`src/rtl/serdes_pkg.sv`:
```
// Shared types and defaults for the serializer / pair-detector path.
package serdes_pkg;

   typedef enum logic {
      S_IDLE  = 1'b0,
      S_SHIFT = 1'b1
   } state_t;

   localparam int   DEFAULT_WIDTH    = 8;
   localparam logic DEFAULT_IDLE_BIT = 1'b0;

endpackage

```
`src/rtl/bit_serializer.sv`:
```
// Parallel-to-serial converter with a one-word holding register so that
// back-to-back words stream with no idle bit between them.
module bit_serializer
   import serdes_pkg::*;
#(
   parameter int   WIDTH     = DEFAULT_WIDTH,
   parameter bit   MSB_FIRST = 1'b1,
   parameter logic IDLE_BIT  = DEFAULT_IDLE_BIT
) (
   input  logic             clk,
   input  logic             reset,
   input  logic [WIDTH-1:0] in_data,
   input  logic             in_valid,
   output logic             in_ready,
   output logic             out_bit,
   output logic             out_valid,
   output logic             word_done,
   output logic             busy
);

   localparam int             CW       = $clog2(WIDTH);
   localparam logic [CW-1:0]  LAST_CNT = CW'(WIDTH - 1);

   state_t           state_reg, state_next;
   logic [WIDTH-1:0] shift_reg, shift_next;
   logic [WIDTH-1:0] hold_reg, hold_next;
   logic             hold_full_reg, hold_full_next;
   logic [CW-1:0]    cnt_reg, cnt_next;
   logic             out_bit_reg, out_bit_next;
   logic             out_valid_reg, out_valid_next;
   logic             word_done_reg, word_done_next;
   logic             busy_reg, busy_next;
   logic             accept;
   logic [WIDTH-1:0] shifted;

   function automatic logic first_bit(input logic [WIDTH-1:0] w);
      return MSB_FIRST ? w[WIDTH-1] : w[0];
   endfunction

   // Reset gating keeps words from being accepted (and lost) during reset.
   assign in_ready = !hold_full_reg && !reset;
   assign accept   = in_valid && in_ready;
   assign shifted  = MSB_FIRST ? {shift_reg[WIDTH-2:0], 1'b0}
                               : {1'b0, shift_reg[WIDTH-1:1]};

   always_comb begin
      state_next     = state_reg;
      shift_next     = shift_reg;
      hold_next      = hold_reg;
      hold_full_next = hold_full_reg;
      cnt_next       = cnt_reg;
      case (state_reg)
         S_IDLE: begin
            if (accept) begin
               shift_next = in_data;
               cnt_next   = '0;
               state_next = S_SHIFT;
            end
         end
         S_SHIFT: begin
            if (cnt_reg == LAST_CNT) begin
               // hold_full implies no accept this edge, so the branches are exclusive
               if (hold_full_reg) begin
                  shift_next     = hold_reg;
                  cnt_next       = '0;
                  hold_full_next = 1'b0;
               end else if (accept) begin
                  shift_next = in_data;
                  cnt_next   = '0;
               end else begin
                  state_next = S_IDLE;
               end
            end else begin
               shift_next = shifted;
               cnt_next   = cnt_reg + 1'b1;
               if (accept) begin
                  hold_next      = in_data;
                  hold_full_next = 1'b1;
               end
            end
         end
         default: state_next = S_IDLE;
      endcase

      out_valid_next = (state_next == S_SHIFT);
      out_bit_next   = out_valid_next ? first_bit(shift_next) : IDLE_BIT;
      word_done_next = out_valid_next && (cnt_next == LAST_CNT);
      busy_next      = out_valid_next || hold_full_next;
   end

   always_ff @(posedge clk) begin
      if (reset) begin
         state_reg     <= S_IDLE;
         shift_reg     <= '0;
         hold_reg      <= '0;
         hold_full_reg <= 1'b0;
         cnt_reg       <= '0;
         out_bit_reg   <= IDLE_BIT;
         out_valid_reg <= 1'b0;
         word_done_reg <= 1'b0;
         busy_reg      <= 1'b0;
      end else begin
         state_reg     <= state_next;
         shift_reg     <= shift_next;
         hold_reg      <= hold_next;
         hold_full_reg <= hold_full_next;
         cnt_reg       <= cnt_next;
         out_bit_reg   <= out_bit_next;
         out_valid_reg <= out_valid_next;
         word_done_reg <= word_done_next;
         busy_reg      <= busy_next;
      end
   end

   assign out_bit   = out_bit_reg;
   assign out_valid = out_valid_reg;
   assign word_done = word_done_reg;
   assign busy      = busy_reg;

endmodule

```
`config.mk`:
```
export PLATFORM = sky130hd
export DESIGN_NAME = bit_serializer
export DESIGN_NICKNAME = d
export VERILOG_FILES = /design/src/rtl/serdes_pkg.sv /design/src/rtl/bit_serializer.sv
export SDC_FILE = /design/constraint.sdc
export NUM_CORES = 1
export LEC_CHECK = 0
export BUFFER_PORTS_ARGS = -buffer_cell sky130_fd_sc_hd__buf_2
export CORE_ASPECT_RATIO = 0.5
export CORE_MARGIN = 2
export CORE_UTILIZATION = 40
export DETAILED_ROUTE_END_ITERATION = 10
export HOLD_SLACK_MARGIN = 0.02
export PLACE_DENSITY = 0.7
export SLEW_MARGIN = 20
export SYNTH_ARGS = -nofsm -noshare
export SYNTH_HDL_FRONTEND = slang
export SYNTH_SLANG_ARGS = --single-unit
```
`constraint.sdc`:
```
create_clock -name clk -period 2.3 [get_ports clk]
set_input_delay 0.115 -clock clk [delete_from_list [all_inputs] [get_ports clk]]
set_output_delay 0.115 -clock clk [all_outputs]
set_load 0.02 [all_outputs]
```
==> results.md <==
* Ys async rst share at 0
* Rel. slew slack at 0.470
* RSZ-0062 raised after global routing: no
* Startpoint class of the critical path: register
* # IOs at 16
* Sequential cell area fraction in the yosys report at 0.425
* Kind of cell adding the most delay to the critical path: simple AND/OR/NAND/NOR gates
* Clk slew on worst S/H paths at 80 ps
* Critical path required time at 2460 ps
* Status: complete, no violations
* Mapped Area at about 1100 µm²
* Nets at 143
* Vias at 916
* Max IR drop VDD at between 0.2 and 0.3 mV
* Routability cong. at 0.822
* Max incr delay on CP at 490 ps
* Routed WL at roughly 2200 µm
* Top cells by area, synth: dfxtp_1 (43%), o21ai_2 (6.5%), a21oi_1 (4.2%)
* CORE AREA at 2590 µm²
* Antenna violations before repair at 0
* Clk_lat worst skew at around 260 ps
* PD cells at around 670 nW/µm²
* CP max FO at 12
* Starting Density at 0.418
* DRT Pass-1 Iters at 4
* # clock sinks at 23
* First-pass GRT wire length at 3620 µm
* DRT antenna net count at 0
* H-tree depth at 1
* Syn avg cell area at ~9.5 µm²
* Arr. time, crit path at 2070 ps
* Rows at 13
* Final instance count without filler cells at approximately 170
* Num CTS Buffers at 3
* Setup Fix Bufs, Post-CTS at 0
* DRC viols at 0
* Leak Pwr at between 0.4 and 0.5 nW
* Post-DP HPWL at 1560 µm
* Post-Syn Instances at about 110
* Max Freq at ~520 MHz
* Cell Int Power at 592 µW
* Final Hold Vio Count at 0
* Sw Ratio at 0.270
* Slack of the critical path at about 400 ps
* Worst-path cell with the longest stage delay: nand2b_1
* Post-synth top flop: dfxtp_1
* Synth Net Count at 127
* Part of the power in registers at 0.536
* PortBufs at 15
* Post-synth EDFFs at 0
* Place WS at slightly below 400 ps
* Fin. max-slew vios at 0
* Cell accounting for the most synthesized area: dfxtp_1
* Critical path type: register to register
* Yosys warning count at 0
* Critical-path cell list: ha_1 > ha_1 > nand2b_1 > buf_4 > nor3_1 > a41o_1
* Netlist cell types at 37
* Synth top area share at 0.425
* Actual slew at the worst max-slew pin at approximately 800 ps
* WP buf/inv at 1
* Reg-to-reg slack, setup at between 300 and 400 ps
* CTS tree: yes
* Die area at around 3200 µm²
* Largest net degree at the start of global routing at 24
* Switch Pwr at 219 µW
* Period utilization at 0.831
* DR vias/cell at ~5.5
* Die X at roughly 78 µm
* Min-delay worst type: input pin to register
* Area delta synth->final at 12.1%
* Placed insts at 162
* Grt ovf at 0
* Total Neg Setup Slack at 0 ps
* Max cap viols at 0
* Fin crit period at roughly 1900 ps
* Hold buffers post-CTS at 0
* CP endpoint kind: register
* Root buffer cell: clkbuf_8
* Wire per inst at 13.5 µm
* CTS resizes at 0
* Clock Power Share at 0.311
* # setup viols final at 0
* Synth Register Bits at 23
* Drt initial violations at 72
* CP most frequent cell: ha_1
* Share of layout cells above drive strength 1 at 0.264
* Max FFs per register at 8
* Vias in the first global route at just over 800
* Clock skew at slightly above 2 ps
* Combinational power share at 0.153
* DIE HEIGHT at between 40 and 50 µm
* Clock Tree Buf Depth at 2
* Overall Global Routing Usage at 0.153
* Ant. Diodes at 0
==> metal layers <==
layer | routed length (µm) | GRT usage | up-vias
met1 | 1120 | 0.174 | 440
met2 | 1060 | 0.287 | 13
met5 | 0 | 0 | -
met4 | 0 | 0.0446 | 0
met3 | 67 | 0.0551 | 0
li1 | - | - | 463
==> power groups by stage <==
| stage | combinational, mW | clock (mW) | sequential, mW |
|---|---|---|---|
| 2_1_floorplan | 0.0907 | 0 | 0.445 |
| 3_3_place_gp | 0.123 | 0 | 0.444 |
| 3_5_place_dp | 0.124 | 0 | 0.444 |
| 4_1_cts | 0.125 | 0.257 | 0.435 |
| 5_1_grt | 0.137 | 0.273 | 0.437 |
| 6_report | 0.124 | 0.252 | 0.435 |
==> placed cells by master, fill, tap and decap left out, drive strengths merged, types with 2 or more instances in the layout <==
cell	Yosys	layout
clkbuf	3	4
dfxtp	23	23
nor2	3	3
buf	6	20
and3	2	2
o32ai	5	5
nand3	8	8
o21ai	9	9
a311oi	5	5
a22oi	2	2
ha	2	2
a21boi	2	2
nor3	2	2
a21oi	9	9
a41o	3	3
inv	2	2
nand2b	3	3
nand2	13	13
==> stage by stage <==
stage | area [µm²] | total power, mW | utilization | hold slack (ps)
after global placement | 1170 | 0.566 | 0.452 | 369
after global routing | 1210 | 0.847 | 0.469 | 97.8
after floorplan | 1080 | 0.536 | - | 202
after CTS | 1210 | 0.816 | 0.469 | 101
final | 1210 | 0.812 | 0.469 | 101
after detailed placement | 1170 | 0.568 | 0.452 | 379
==> logic make-up (layout without fill, tap and decap cells) <==
family | Yosys count | count (layout) | synth area share
AO/OA/AOI/OAI | 40 | 40 | 0.289
AND/OR/NAND/NOR | 37 | 37 | 0.179
flip-flops | 23 | 23 | 0.425
buffers and inverters | 11 | 26 | 0.0740
adder cells (fa/ha/maj) | 2 | 2 | 0.0231
multiplexers | 1 | 1 | 0.00925
==> cell usage after synthesis (2+ instances only) <==
master / count
nand2b_1: 3
nand2_1: 12
o21ai_2: 8
buf_6: 3
dfxtp_1: 23
a22oi_1: 2
clkbuf_1: 3
nand3_1: 8
ha_1: 2
nor2_1: 3
nor3_1: 2
a311oi_1: 4
a21oi_1: 9
inv_1: 2
o32ai_1: 5
and3_1: 2
a41o_1: 3
==> final cells by class <==
type,count,area [µm²]
Tap cell,37,46.3
Inverter,2,7.51
Fill cell,260,1370
Multi-Input combinational cell,80,542
Timing Repair Buffer,20,113
Clock buffer,4,45.0
Sequential cell,23,460
==> worst paths after layout <==
check | start | endpoint | depth (start not counted)
max | cnt_reg[0] | cnt_reg[0] | 6
min | in_data[7] | out_bit | 3
max reg2reg | cnt_reg[0] | cnt_reg[0] | 6
min reg2reg | hold_reg[0] | hold_reg[0] | 2
==> worst register-to-register path, delay by kind of cell, from the launching register on <==
family                     cells  cell delay (ps)
buffers and inverters          1              240
and+or+nand+nor                2              540
AOI/OAI and AO/OA              1              200
adders and majority gates      2              440
DFF                            1              380
No activity file was read; power rests on OpenSTA's default activity.
